**config.mk**
```make
export PLATFORM = sky130hd
export DESIGN_NAME = rw_arbiter
export DESIGN_NICKNAME = d
export VERILOG_FILES = /design/src/rtl/rw_arb_pkg.sv /design/src/rtl/rw_arbiter.sv
export SDC_FILE = /design/constraint.sdc
export NUM_CORES = 1
export LEC_CHECK = 0
export BUFFER_PORTS_ARGS = -buffer_cell sky130_fd_sc_hd__clkbuf_2
export CORE_MARGIN = 3
export CORE_UTILIZATION = 35
export CTS_BUF_LIST = sky130_fd_sc_hd__clkbuf_16
export CTS_CLUSTER_SIZE = 14
export DETAILED_ROUTE_END_ITERATION = 7
export PLACE_DENSITY_LB_ADDON = 0.05
export SYNTH_ARGS = -nofsm -noshare
export SYNTH_HDL_FRONTEND = slang
export SYNTH_SLANG_ARGS = --single-unit
```
**constraint.sdc**
```tcl
create_clock -name clk -period 1.75 [get_ports clk]
set_input_delay 0.4375 -clock clk [delete_from_list [all_inputs] [get_ports clk]]
set_output_delay 0.4375 -clock clk [all_outputs]
set_load 0.01 [all_outputs]
```
**src/rtl/rw_arb_pkg.sv**
```systemverilog
// Shared types and default constants for the read/write command-path arbiter.
package rw_arb_pkg;

  typedef enum logic [1:0] {
    ST_IDLE   = 2'd0,
    ST_GNT_RD = 2'd1,
    ST_GNT_WR = 2'd2,
    ST_TURN   = 2'd3
  } state_t;

  localparam int GAP_CYC_DEF       = 2;
  localparam int MAX_GRANT_CYC_DEF = 256;
  localparam int GAP_W             = 4;
  localparam int WD_W              = 16;

endpackage

```
**src/rtl/rw_arbiter.sv**
```systemverilog
// Read/write arbiter for a shared memory command path with round-robin, turnaround gap
// and refresh blocking. Optional grant watchdog enabled by defining RW_ARB_WATCHDOG_EN.
module rw_arbiter
  import rw_arb_pkg::*;
#(
  parameter int MAX_GRANT_CYC = MAX_GRANT_CYC_DEF,
  parameter int GAP_CYC       = GAP_CYC_DEF
) (
  input  logic clk,
  input  logic rst_n,
  input  logic req_r,
  input  logic req_w,
  input  logic done_r,
  input  logic done_w,
  input  logic ar_req,
  output logic gnt_r,
  output logic gnt_w,
  output logic busy,
  output logic timeout
);

  localparam logic [GAP_W-1:0] GAP_LOAD = GAP_W'(GAP_CYC - 1);

  state_t           state, next_state;
  logic [GAP_W-1:0] gap_cnt;
  logic             last_w;
  logic             armed;
  logic             wd_limit;
  logic             gnt_r_d, gnt_w_d, busy_d;

  // armed blocks grants on the first edge after reset release.
  // NOTE: sequential state uses non-blocking assignments so every flop samples pre-edge values.
  always_ff @(posedge clk or negedge rst_n) begin
    if (!rst_n) begin
      state   <= ST_IDLE;
      gap_cnt <= '0;
      last_w  <= 1'b1;
      armed   <= 1'b0;
      gnt_r   <= 1'b0;
      gnt_w   <= 1'b0;
      busy    <= 1'b0;
    end else begin
      state <= next_state;
      armed <= 1'b1;
      gnt_r <= gnt_r_d;
      gnt_w <= gnt_w_d;
      busy  <= busy_d;
      if (state != ST_TURN && next_state == ST_TURN)
        gap_cnt <= GAP_LOAD;
      else if (state == ST_TURN && gap_cnt != '0)
        gap_cnt <= gap_cnt - 1'b1;
      if (state == ST_IDLE && next_state == ST_GNT_RD) last_w <= 1'b0;
      if (state == ST_IDLE && next_state == ST_GNT_WR) last_w <= 1'b1;
    end
  end

  // NOTE: every combinational output gets a default first so no latch is inferred.
  always_comb begin
    next_state = state;
    unique case (state)
      ST_IDLE: begin
        if (armed && !ar_req) begin
          if (req_r && (!req_w || last_w)) next_state = ST_GNT_RD;
          else if (req_w)                  next_state = ST_GNT_WR;
        end
      end
      ST_GNT_RD: if (done_r || wd_limit) next_state = ST_TURN;
      ST_GNT_WR: if (done_w || wd_limit) next_state = ST_TURN;
      ST_TURN:   if (gap_cnt == '0)      next_state = ST_IDLE;
      default:   next_state = ST_IDLE;
    endcase
  end

  // Outputs are decoded from the next state and registered, so they never glitch.
  always_comb begin
    gnt_r_d = (next_state == ST_GNT_RD);
    gnt_w_d = (next_state == ST_GNT_WR);
    busy_d  = (next_state != ST_IDLE);
  end

`ifdef RW_ARB_WATCHDOG_EN
  logic [WD_W-1:0] wd_cnt;
  logic            owner_done;

  assign wd_limit   = (wd_cnt == WD_W'(MAX_GRANT_CYC - 1));
  assign owner_done = (state == ST_GNT_RD) ? done_r : done_w;

  // A DONE coinciding with the limit is a normal release, hence the owner_done mask.
  always_ff @(posedge clk or negedge rst_n) begin
    if (!rst_n) begin
      wd_cnt  <= '0;
      timeout <= 1'b0;
    end else begin
      if (state == ST_IDLE)
        wd_cnt <= '0;
      else if (state == ST_GNT_RD || state == ST_GNT_WR)
        wd_cnt <= wd_cnt + 1'b1;
      timeout <= (state == ST_GNT_RD || state == ST_GNT_WR) && wd_limit && !owner_done;
    end
  end
`else
  assign wd_limit = 1'b0;
  assign timeout  = 1'b0;
`endif

endmodule

```
==> summary.txt <==
Clock tree
  – Worst-Skew Late Latency: roughly 230 ps
  – Number of setup buffers added after CTS: 0
  – H-tree lvl count: 1
  – CTS tree: yes
  – Reg clk slew, reported paths: 40 ps
  – CTS Hold Buffers Added: 0
  – Clk Tree Root Cell: clkbuf_16
  – Max Buffers Root-to-Sink: 2
  – CTS buffer count: 3
  – CTS Sinks: 11
  – # resized after CTS: 0

Global routing
  – Vias in the first global route: about 460
  – Tot GR Track Use: 13.3%
  – Largest net degree at the start of global routing: 14
  – Total gr overflow: 0
  – First-pass GRT wire length: 1970 µm
  – Antenna violations before repair: 0

Drt
  – Routed WL per cell: approximately 13 µm
  – Vias per cell: approximately 5.2
  – DR vias: ~450
  – Drt drc: 0
  – 1st-iter DRT viols: 5
  – Remaining antenna violation count after routing: 0
  – DRT Wirelength: ~1100 µm
  – TritonRoute pass-1 iters: 4

Yosys
  – Yosys top cell by area: dfrtp_1
  – Avg Cell Area, Syn: between 9 and 10 µm²
  – Synth Flop Type: dfrtp_1
  – Post-synth EDFFs: 0
  – Netlist cell types: 29
  – Mapped Cells: between 60 and 70
  – Area share of the largest cell type after synthesis: between 40% and 50%
  – Synth async-reset ratio: 100%
  – Synth area leaders: dfrtp_1, a21oi_1, dfstp_2
  – Sequential area share after synthesis: around 48%
  – Yosys synthesis warning count: 0
  – Yosys reg bits: 11
  – Synth Cell Area: between 500 and 600 µm²
  – Net Count, Synth: a little under 70

Critical path
  – WP data required: ~1900 ps
  – Buf+Inv Stages, Crit Path: 0
  – Critical path cell sequence: nor4b_1 > a21oi_1 > a31oi_1
  – Reg-to-reg critical path endpoint: last_w
  – Crit path capture: last_w
  – Critical Path Start: state[1]
  – Crit-path max FO: 13
  – Delay-heaviest family, CP: simple AND/OR/NAND/NOR gates
  – CP max stage delay: around 570 ps
  – R2R depth: 3
  – Reg2Reg Setup Slack: about 300 ps
  – CP Data Arrival Time: 1600 ps
  – WP depth: 3
  – Worst setup EP type: flop
  – Slowest CP cell: nor4b_1
  – R2r startpoint: state[1]
  – Critical path class: reg -> reg
  – CP Launch Type: flop

Placement
  – DP Worst Slack: about 320 ps
  – RD Place Congestion: between 0.7 and 0.8
  – PortBufs: 9
  – Post-DP HPWL: around 800 µm

Power and ir drop
  – Gate power share: 30.8%
  – Internal power: roughly 0.00084 W
  – Pwr Total: around 0.0013 W
  – Worst vdd ir: 0.924 mV
  – Clock power frac: 32.4%
  – Power share of the sequential group: 36.8%
  – Sw Pwr: approximately 0.00042 W
  – PwrDens: around 1800 mW/mm²
  – Sw Share: 33.2%
  – Leak: between 0.3 and 0.4 nW

Timing
  – RSZ-0062 raised after global routing: no
  – Max transition margin: between 60 and 70%
  – Setup tns final: 0 ps
  – Fmax: 0.694 GHz
  – Slew @ Worst Pin: ~550 ps
  – Final setup violation count: 0
  – Min Tclk post-route: 1440 ps
  – Max Clock Skew: between 1.5 and 2 ps
  – Crit share post-route: between 80% and 90%
  – Hold WS: approximately 75 ps
  – PnR worst setup slack: a little over 300 ps
  – Hold Fails Final Rpt: 0
  – Final Slew Violations: 0

Finish
  – Area delta synth->final: 22.0%
  – ANT cells: 0
  – Layout cells sized above 1: between 10% and 20%
  – Fill cell count: ~150
  – Final net count: 80

Floorplan
  – Die area: 0.00218 mm²
  – Die width: between 40 and 50 µm
  – Total core area: roughly 0.0015 mm²
  – Die H: between 40 and 50 µm
  – Row Count: 14
  – Initial Util: a little under two fifths
  – Num ports: 11

Run status
  – Status: completed

Flow run
  – Max-Cap Viols: 0

Worst hold path
  – Kind of path behind the tightest hold check: in -> async
stage by stage:
step	std cells	cell area [µm²]	util, %
finish	87	708	45.9
global route	87	708	45.9
CTS	87	708	45.9
detailed placement	83	629	40.8
global placement	83	629	40.8
floorplan	61	581	-
power groups by stage:
stage / clock network (W) / registers (W) / logic, W
detailed placement: 0 / 0.000468 / 0.000389
finish: 0.000409 / 0.000464 / 0.000389
CTS: 0.000421 / 0.000464 / 0.000393
global placement: 0 / 0.000467 / 0.000390
floorplan: 0 / 0.000420 / 0.000335
global route: 0.000438 / 0.000484 / 0.000466
sequential cells by signal, summed over array words and instances, names as in the netlist:
name	flops
armed	1
busy	1
gap_cnt	4
gnt_r	1
gnt_w	1
last_w	1
state	2
layout by cell type, fill, tap and decap left out, types with 2 or more instances in the layout:
cell type / n
clkbuf_16: 3
o21ai_0: 4
conb_1: 2
nand3b_1: 3
dfrtp_1: 10
clkbuf_2: 9
nand2_1: 4
nand3_1: 2
nand4_1: 2
nand2b_1: 4
or3_1: 3
a21oi_1: 6
inv_1: 4
layer usage:
layer / track usage, % / up-vias / part of all wire (%)
li1: - / 235 / -
met1: 17.7 / 208 / 52
met2: 19.0 / 7 / 43
met3: 3.52 / 2 / 3.8
met4: 8.29 / 0 / 0.98
met5: 0 / - / 0
cell type report:
| cell class | instances | area, µm² | share of cell area (%) |
|---|---|---|---|
| sequential | 11 | 277 | 39.0 |
| multi-input combinational | 44 | 277 | 39.0 |
| clock buffer | 3 | 75.1 | 10.6 |
| timing repair buffer | 9 | 45.0 | 6.36 |
| tap | 16 | 20.0 | 2.83 |
| inverter | 3 | 11.3 | 1.59 |
| clock inverter | 1 | 3.75 | 0.530 |
cell families (layout without fill, tap and decap cells):
logic type / Yosys count / count (layout) / share of synthesized area, %
muxes: 1 / 1 / 1.72
buffers and inverters: 6 / 16 / 4.74
AOI/OAI and AO/OA: 15 / 15 / 15.3
DFF: 11 / 11 / 47.6
adders and majority gates: 1 / 1 / 2.15
other: 2 / 2 / 1.29
and+or+nand+nor: 25 / 25 / 27.2
cells in the mapped netlist, types with 2 or more instances:
| master | instances |
|---|---|
| nand4_1 | 2 |
| nand3_1 | 2 |
| nand2_1 | 4 |
| a21oi_1 | 6 |
| o21ai_0 | 4 |
| nand3b_1 | 3 |
| conb_1 | 2 |
| or3_1 | 3 |
| nand2b_1 | 4 |
| dfrtp_1 | 10 |
| inv_1 | 3 |
worst min-delay path by stage:
stage               slack (ps)          to  start
detailed placement         330  gap_cnt[3]  rst_n
global placement           330  gap_cnt[3]  rst_n
global route                80       gnt_w  rst_n
floorplan                  140       armed  rst_n
finish                      80  gap_cnt[3]  rst_n
CTS                         80  gap_cnt[3]  rst_n
Note: power is estimated with default switching activity, not from simulation.
